==> config.mk <==
export PLATFORM = sky130hd
export DESIGN_NAME = ifu
export DESIGN_NICKNAME = d
export VERILOG_FILES = /design/src/rtl/ifu_pkg.sv /design/src/rtl/ifu_pc_gen.sv /design/src/rtl/ifu.sv
export SDC_FILE = /design/constraint.sdc
export NUM_CORES = 1
export LEC_CHECK = 0
export CAP_MARGIN = 20
export CORE_ASPECT_RATIO = 1.5
export CORE_MARGIN = 2
export CORE_UTILIZATION = 50
export DETAILED_ROUTE_END_ITERATION = 10
export MAX_ROUTING_LAYER = met4
export PLACE_DENSITY = 0.95
export REMOVE_ABC_BUFFERS = 1
export SETUP_SLACK_MARGIN = 0.15
export SLEW_MARGIN = 0
export SYNTH_ARGS = -nofsm -noshare
export SYNTH_HDL_FRONTEND = slang
export SYNTH_SLANG_ARGS = --single-unit
==> constraint.sdc <==
create_clock -name clk -period 5.7 [get_ports clk]
set_input_delay 1.14 -clock clk [delete_from_list [all_inputs] [get_ports clk]]
set_output_delay 1.14 -clock clk [all_outputs]
set_load 0.005 [all_outputs]
==> src/rtl/ifu_pkg.sv <==
// ifu_pkg: shared widths, reset PC, NOP encoding and fetch state for the fetch unit
package ifu_pkg;
  localparam int XLEN = 64;
  localparam int ILEN = 32;
  localparam logic [XLEN-1:0] PcRst = 64'h8000_0000;
  localparam logic [XLEN-1:0] RESET_PC = PcRst;
  localparam logic [ILEN-1:0] NOP = 32'h0000_0013;
  typedef enum logic [1:0] {BOOT, RUN, HALT} fetch_state_e;
endpackage

==> src/rtl/ifu_pc_gen.sv <==
// ifu_pc_gen: fetch PC register with hold / +4 / redirect next-PC selection
module ifu_pc_gen
  import ifu_pkg::*;
(
  input  logic            clk,
  input  logic            rst_n,
  input  logic            advance,
  input  logic            redirect_valid,
  input  logic [XLEN-1:0] redirect_pc,
  output logic [XLEN-1:0] fpc
);
  always_ff @(posedge clk or negedge rst_n)
    if (!rst_n) fpc <= RESET_PC;
    else fpc <= redirect_valid ? redirect_pc : advance ? fpc + XLEN'(4) : fpc;
endmodule

==> src/rtl/ifu.sv <==
// ifu: instruction fetch unit; drives the ROM address and holds the IF/ID register
module ifu
  import ifu_pkg::*;
(
  input  logic            clk,
  input  logic            rst_n,
  output logic [XLEN-1:0] rom_pc,
  input  logic [ILEN-1:0] rom_inst,
  input  logic            redirect_valid,
  input  logic [XLEN-1:0] redirect_pc,
  output logic            id_valid,
  input  logic            id_ready,
  output logic [XLEN-1:0] id_pc,
  output logic [ILEN-1:0] id_inst,
  output logic            id_misaligned,
  output logic [31:0]     fetch_cnt
);
  fetch_state_e state, state_nxt;
  logic [XLEN-1:0] fpc;
  logic load, misaligned;
  ifu_pc_gen u_pc_gen (
    .clk(clk),
    .rst_n(rst_n),
    .advance(load),
    .redirect_valid(redirect_valid),
    .redirect_pc(redirect_pc),
    .fpc(fpc)
  );
  assign rom_pc = fpc;
  always_ff @(posedge clk or negedge rst_n)
    if (!rst_n) state <= BOOT;
    else state <= state_nxt;
  always_comb
    state_nxt = redirect_valid ? RUN :
                state == BOOT ? RUN :
                (load && misaligned) ? HALT : state;
  always_comb begin
    load = (state == RUN) && (!id_valid || id_ready) && !redirect_valid;
    misaligned = fpc[1:0] != 2'b00;
  end
  // a redirect flushes the held entry even when decode takes it the same cycle
  always_ff @(posedge clk or negedge rst_n)
    if (!rst_n) begin
      id_valid      <= 1'b0;
      id_pc         <= '0;
      id_inst       <= NOP;
      id_misaligned <= 1'b0;
      fetch_cnt     <= '0;
    end else if (redirect_valid) begin
      id_valid <= 1'b0;
    end else if (load) begin
      id_valid      <= 1'b1;
      id_pc         <= fpc;
      id_inst       <= misaligned ? NOP : rom_inst;
      id_misaligned <= misaligned;
      fetch_cnt     <= fetch_cnt + 32'd1;
    end else if (state != RUN && id_valid && id_ready) begin
      id_valid <= 1'b0;
    end
endmodule
# Yosys cells after proc, flatten, opt, wreduce, memory -nomap -nowiden
# Index checks and enable logic that the tools add are counted.
# word_totals
register_bits	196
in_bits	100
output_inout_bits	194
wordCells	35
# op_classes
addsub	2
n_eq_ne	2
n_mux	9
bitwise_logic	1
n_reduce_logical	14
# ops
op	n
64-bit 2-to-1 mux	2
64-bit by 3-bit adder with 64-bit output (second input constant)	1
32-bit by 1-bit adder with 32-bit output (second input constant)	1
32-bit 2-to-1 mux	1
2-bit 2-to-1 mux	3
3-bit nonzero test	2
1-bit logical AND	5
2-bit nonzero test	2
1-bit 2-to-1 mux	3
2-bit by 1-bit equality test with 1-bit output (second input constant)	1
1-bit logical NOT	2
2-bit logical NOT	1
2-bit by 1-bit != test with 1-bit output (second input constant)	1
2-bit AND reduction	1
1-bit logical OR	1
1-bit NOT	1

# Logic depth before layout (Yosys ltp)
# Gate-level depths: netlist of run 1.
# logic_depth
ltp_word	8
mapped_depth	8
mapped_depth_nobuf	6

# By module
# From an unflattened synthesis of run 1, not the netlist that was laid out.
# hier_totals
hier_cells	978
hier_area_um2	9126.3
# modules_own_cells
module	instances	cells_each	area_per_inst_um2	seq_area_each_um2
ifu	1	548	5356.4	3306.9
ifu_pc_gen	1	430	3769.9	1602.8

# Worst setup path after synthesis of run 1
# Ideal clock, no wire load.
# synth_timing
path_type	in2reg
from	in id_ready
to	reg fetch_cnt[27]
setup_time_ns	0.079
t_arrival_ns	2.673
required_time_ns	5.621
path_slack_ns	2.948
cell_stages	6
path_cell_list	nor2b_1 > clkbuf_1 > nor4_2 > nand4_1 > nor4_1 > xor2_1
# synth_via
elab_chain_len	4
# synth_lines
element	line	source
start, declared	ifu.sv:12	input logic id_ready,
1-bit logical OR	ifu.sv:38	load = (state == RUN) && (!id_valid || id_ready) && !redirect_valid;
1-bit logical AND (2 in series)	ifu.sv:38	
2-bit AND reduction (no line)	-	
end signal, assigned	ifu.sv:56	fetch_cnt <= fetch_cnt + 32'd1;
end, declared	ifu.sv:16	output logic [31:0] fetch_cnt
# No other way between the ends.
# A chain may end at the register's enable or synchronous reset.

# Final worst setup path of run 1
# layout_timing
from	in id_ready
to	reg id_inst[18]
# layout_via
elab_chain_len	4
# layout_lines
element	line	source
1-bit logical OR	ifu.sv:38	
1-bit logical AND (2 in series)	ifu.sv:38	
2-bit AND reduction (no line)	-	
end signal, assigned	ifu.sv:54	id_inst <= misaligned ? NOP : rom_inst;
end, declared	ifu.sv:14	output logic [ILEN-1:0] id_inst,
# No other way between the ends.

==> results of run 1 <==
[stage by stage]
step                cell area, µm²  hold slack [ps]
global placement             12200              447
finish                       12900              468
global route                 12900              489
detailed placement           12200              456
CTS                          12900              470
floorplan                     8920              463
[area by class of cell]
class / instances / area, µm² / share of cell area [%]
multi-input cells: 752 / 3990 / 30.8
well taps: 217 / 272 / 2.10
diodes: 3 / 7.51 / 0.0580
repair buffers: 307 / 3080 / 23.8
inverters: 10 / 37.5 / 0.290
clock inverters: 13 / 198 / 1.53
clock buffers: 19 / 453 / 3.50
flip-flops and latches: 196 / 4910 / 37.9
[worst paths after layout]
kind	endpoint	slack, ps	startpoint
setup / recovery	id_inst[18]	2520	id_ready
hold / removal	id_inst[15]	470	id_inst[15]
setup reg to reg	u_pc_gen.fpc[38]	2980	u_pc_gen.fpc[31]
hold reg to reg	id_inst[15]	470	id_inst[15]
max in group asynchronous	u_pc_gen.fpc[15]	3740	rst_n
min in group asynchronous	id_pc[28]	620	rst_n
[flip-flops by register name (all words and copies together) (netlist names)]
name	cells
fetch_cnt	32
id_inst	32
id_misaligned	1
id_pc	64
id_valid	1
state	2
u_pc_gen.fpc	64
[cell families (layout without fill, tap and decap cells)]
| kind of cell | after synthesis | in the layout | synth area share, % |
|---|---|---|---|
| other | 0 | 3 | 0 |
| buffers and inverters | 63 | 349 | 2.69 |
| flip-flops | 196 | 196 | 53.8 |
| XOR/XNOR | 54 | 54 | 5.18 |
| multiplexers | 4 | 4 | 0.480 |
| AO/OA/AOI/OAI | 112 | 112 | 7.65 |
| AND/OR/NAND/NOR | 580 | 580 | 29.9 |
| adder cells (fa/ha/maj) | 2 | 2 | 0.274 |
[metal layers]
layer	vias up	wire length [µm]
met3	90	1750
met2	405	15000
met5	-	0
met4	0	1450
li1	4052	-
met1	4241	10600
[placed cells by master (no fill, tap or decap), types with 3 or more instances in the layout]
cell             Yosys  layout
a31oi_1             35      35
and2_1               4       4
and3_1              19      19
and4_1              12      12
buf_4                0      11
bufinv_16            0       4
clkbuf_16            0      17
clkbuf_8             0       3
clkdlybuf4s50_1      0     291
dfrtp_1            192     192
dfstp_2              4       4
diode_2              0       3
inv_1                9       9
inv_6                0       3
mux2_2               3       3
nand2_1            304     303
nand2b_1             3       3
nand3_1             67      67
nand4_1             33      33
nor2_1              57      55
nor2b_1              4       4
nor3_1              19      19
nor4_1              11      11
o21ai_0             43      43
o31ai_1             21      21
o41ai_1              5       5
or2_2                3       3
or3_1               11      11
or4_1               20      20
or4b_2               3       3
xnor2_1             38      38
xor2_1              16      16
[report_power, final]
part	switching (mW)	internal, mW	total, mW	leakage [nW]
registers	0.239	1.68	1.92	2.43
logic	0.529	0.704	1.23	2.84
clock network	0.547	0.767	1.31	0.317
[worst max-delay path: stages]
cell	delay, ps
clkdlybuf4s50_1	480
nand2b_1	230
nand2_1	210
nor2_4	830
buf_4	410
nand3_1	110
nand2_1	90
==> out/qor.csv, run 1 <==
stage,metric,value,unit
die,row_count,60,
clock_network,path_clk_slew,70,ps
timing,worstMarginPinSlew,1050,ps
final_layout,drive_above_1_share,5.63,%
placed_design,dp_hpwl,20.6,mm
global_routing,met2_usage,52.8,%
die,io_pins,294,
clock_network,hold_buffers,0,
hold_path,whs_path_depth,2,
final_layout,syn2layout_area_growth,41.9,%
final_layout,fillers,1269,
timing,finalHoldViolations,0,
clock_network,cts_buffers,17,
final_layout,final_cells,1517,
route,drtAntennaViolNets,0,
clock_network,cts_buffer_depth,2,
critical_path,path_max_fanout,41,
route,drt_iter0_drc,703,
logic_synthesis,ys_ff_latch,196,
timing,grt_setup_unrepaired,false,
logic_synthesis,synthArstFlopShare,100,%
timing,min_period_over_period,55.8,%
logic_synthesis,synth-main-ff-cell,dfrtp_1,
clock_network,clk_latency,430,ps
timing,maxSlewViolCount,0,
global_routing,grt_pass1_wl,45.2,mm
logic_synthesis,syn-instance-count,1011,
global_routing,grt_use_met3,5.43,%
global_routing,grtUsageMet1,34.2,%
timing,timing.slew.headroom,30.1,%
power,p_per_area,345,nW/µm²
global_routing,grt_overflow,0,
clock_network,cts_sinks,196,
logic_synthesis,synth_area_leaders,"dfrtp_1, nand2_1, nand3_1",
run_status,status,"complete, no violations",
route,num_vias,8788,
placed_design,place_ws,1640,ps
route,wl,28.8,mm
global_routing,track_usage,30.8,%
placed_design,io_buffers,293,
route,drc,0,
route,avgViaCountPerCell,5.79,
logic_synthesis,synth_edf_count,0,
timing,skew,11.2,ps
final_layout,nNetsFinal,1386,
route,firstDrtPassIters,7,
die,die_h,169,µm
die,die_w,114,µm
logic_synthesis,yosysSeqAreaShare,53.8,%
die,dieArea,19400,µm²
clock_network,cts-resized-gates,0,
critical_path,end_kind,flop,
placed_design,gp_congestion,0.917,
timing,setup_viol,0,
power,p_leak,5.58,nW
die,coreArea,17900,µm²
final_layout,final_util,72.2,%
logic_synthesis,yosysMostFrequentCell,nand2_1,
logic_synthesis,synth_area,9130,µm²
power,total_power,4.47,mW
critical_path,r2r.worst_path.cells,5,
timing,finalWorstSetupSlack,2520,ps
timing,post-route-min-period,3180,ps
critical_path,arrival,3550,ps
global_routing,grt_antenna_before_repair,3,
critical_path,cp-start-kind,input pin,
clock_network,cts_tree,yes,
logic_synthesis,synth.top_cell.area_share,52.7,%
timing,timing.setup.tns,0,ps
critical_path,required,6070,ps
clock_network,cts_root_buf,clkbuf_16,
logic_synthesis,avgSynthCellArea,9.03,µm²
power,peakVddDrop,199,µV
die,start_util,50.9,%
clock_network,post_cts_buffers,0,
timing,max_freq,0.315,GHz
critical_path,critPathKind,in -> reg,
global_routing,grt_pass1_vias,8733,
logic_synthesis,synth_area_leader_cell,dfrtp_1,
logic_synthesis,synthTopCellsByCount,"nand2_1, dfrtp_1, nand3_1",
global_routing,top_usage_layer,met2,
global_routing,grt_max_degree,126,
flow_run,maxCapViolCount,0,
logic_synthesis,yosysUniqueCellTypes,46,
logic_synthesis,ys_warn_count,0,
route,routedWlPerCell,19.0,µm
hold_path,hp-class,reg -> reg,
clock_network,cts-htree-levels,4,
placed_design,dp_cells,1480,
Note: power is estimated with default switching activity, not from simulation.
==> run 2, diff against run 1 <==
Settings changed: CORE_UTILIZATION 50 to 42, PLACE_DENSITY 0.95 to 0.88.
Clock period 5.7 ns to 2.8 ns, I/O delays scaled along.
==> run 2 against run 1 <==
  * Total power up 99%
  * Clock power up 85%
  * Setup slack worse by 2200 ps
  * Cell count up 5.4%
  * Largest power group unchanged
  * Combinational power up 110%
  * Sequential power up 100%
  * Flip-flop and latch count unchanged
  * Critical path depth down 2
  * Critical path type is now reg -> reg
  * Highest routed layer unchanged
==> out/qor.csv, run 2 (synthesis gave the netlist of run 1 again) <==
stage,metric,value,unit
run_status,status,"complete, no violations",
critical_path,arrival,2800,ps
final_layout,biggestRegsByFlops,"id_pc: 64 flops, u_pc_gen.fpc: 64 flops",
clock_network,cts_root_buf,clkbuf_16,
critical_path,r2r-start,u_pc_gen.fpc[31],
placed_design,place_ws,161,ps
flow_run,maxCapViolCount,0,
power,peakVddDrop,433,µV
global_routing,grt_max_degree,70,
die,start_util,42.5,%
final_layout,multi_input_area,3990,µm²
critical_path,cp-start-kind,flop,
final_layout,nNetsFinal,1408,
route,drc,0,
timing,finalHoldViolations,0,
route,drtAntennaViolNets,0,
clock_network,path_clk_slew,80,ps
clock_network,cts-htree-levels,4,
placed_design,io_buffers,293,
placed_design,gp_congestion,0.891,
global_routing,grt_pass1_wl,46.3,mm
timing,max_freq,0.410,GHz
critical_path,r2r-end,u_pc_gen.fpc[57],
placed_design,dp_hpwl,21.7,mm
timing,finalWorstSetupSlack,358,ps
timing,skew,15.1,ps
clock_network,cts_sinks,196,
critical_path,critical-path-max-stage-delay,600,ps
power,p_per_area,677,nW/µm²
die,die_h,185,µm
clock_network,post_cts_buffers,0,
timing,timing.slew.headroom,53.1,%
final_layout,final_cell_mix,"nand2_1, clkdlybuf4s50_1, dfrtp_1, nand3_1, nor2_1",
route,firstDrtPassIters,10,
clock_network,hold_buffers,0,
timing,min_period_over_period,87.2,%
hold_path,hp-class,in -> async,
critical_path,crit_chain,"nand2_1, or3_4, or4_4, or4_1, a31oi_1",
clock_network,cts_tree,yes,
global_routing,grt_antenna_before_repair,5,
critical_path,crit_slowest_cell,dfstp_2,
critical_path,required,3150,ps
route,drt_iter0_drc,648,
critical_path,path_max_fanout,20,
route,num_vias,8827,
route,avgViaCountPerCell,5.52,
die,coreArea,21500,µm²
final_layout,syn2layout_area_growth,44.0,%
global_routing,grt_overflow,0,
clock_network,cts_buffer_depth,2,
final_layout,final_util,61.2,%
critical_path,r2r.worst_path.cells,5,
final_layout,register_area,4910,µm²
die,dieArea,22900,µm²
clock_network,clk_latency,440,ps
global_routing,grt_pass1_vias,8771,
final_layout,final_common_cell,nand2_1,
critical_path,critPathKind,reg -> reg,
route,wl,29.4,mm
critical_path,r2r_setup_slack,360,ps
route,routedWlPerCell,18.4,µm
timing,grt_setup_unrepaired,false,
die,io_pins,294,
global_routing,track_usage,26.0,%
timing,setup_viol,0,
die,die_w,124,µm
final_layout,fillers,1792,
timing,post-route-min-period,2440,ps
timing,maxSlewViolCount,0,
critical_path,end_kind,flop,
clock_network,cts-resized-gates,0,
power,p_leak,5.66,nW
timing,worstMarginPinSlew,697,ps
final_layout,drive_above_1_share,7.13,%
clock_network,cts_buffers,17,
die,row_count,66,
[run 2: cell count changes in the layout (fill, tap and decap cells not counted), sizes merged]
cell and delta:
clkbuf -1, diode +5, inv +5, clkinv -2, buf +22, bufinv -3, clkinvlp +1
[run 2: worst max-delay path by stage]
stage / startpoint / end / depth (start not counted)
detailed placement: id_ready / id_inst[0] / 7
finish: u_pc_gen.fpc[31] / u_pc_gen.fpc[57] / 5
global placement: id_ready / id_inst[0] / 7
global route: u_pc_gen.fpc[2] / u_pc_gen.fpc[32] / 7
floorplan: id_ready / fetch_cnt[2] / 5
CTS: u_pc_gen.fpc[31] / u_pc_gen.fpc[57] / 5
[run 2: cell type report]
class	instances	area share (%)
Clock buffer	18	3.27
Inverter	10	0.286
Timing Repair Buffer	329	24.9
Tap cell	272	2.59
Multi-Input combinational cell	752	30.3
Sequential cell	196	37.4
Antenna cell	8	0.152
Clock inverter	14	1.08
[run 2: through the flow]
step	TNS (ps)	total power, mW	instance area (µm²)	cells	hold WS [ps]
after floorplan	-100530	4.68	8920	958	264
after global placement	0	6.42	12600	1559	447
after CTS	0	8.97	13100	1591	142
after detailed placement	0	6.53	12600	1559	456
after global routing	0	9.38	13100	1596	164
final	0	8.89	13100	1599	132
[run 2: critical path: cells and delay by family, from the launching register on]
family           cells  cell delay [ps]
AO/OA/AOI/OAI        1              180
flip-flops           1              600
AND/OR/NAND/NOR      4             1580
[run 2: where the power goes]
part | total [mW] | internal, mW | switching (mW)
registers | 3.87 | 3.42 | 0.454
logic | 2.59 | 1.49 | 1.10
clock network | 2.43 | 1.26 | 1.17
[run 2: metal layers]
| layer | up-vias | track usage (%) | share of wire [%] |
|---|---|---|---|
| met1 | 4259 | 29.8 | 39 |
| li1 | 4112 | - | - |
| met3 | 88 | 4.03 | 5.4 |
| met4 | 0 | 14.5 | 5.1 |
| met2 | 368 | 43.8 | 51 |
| met5 | - | - | 0 |
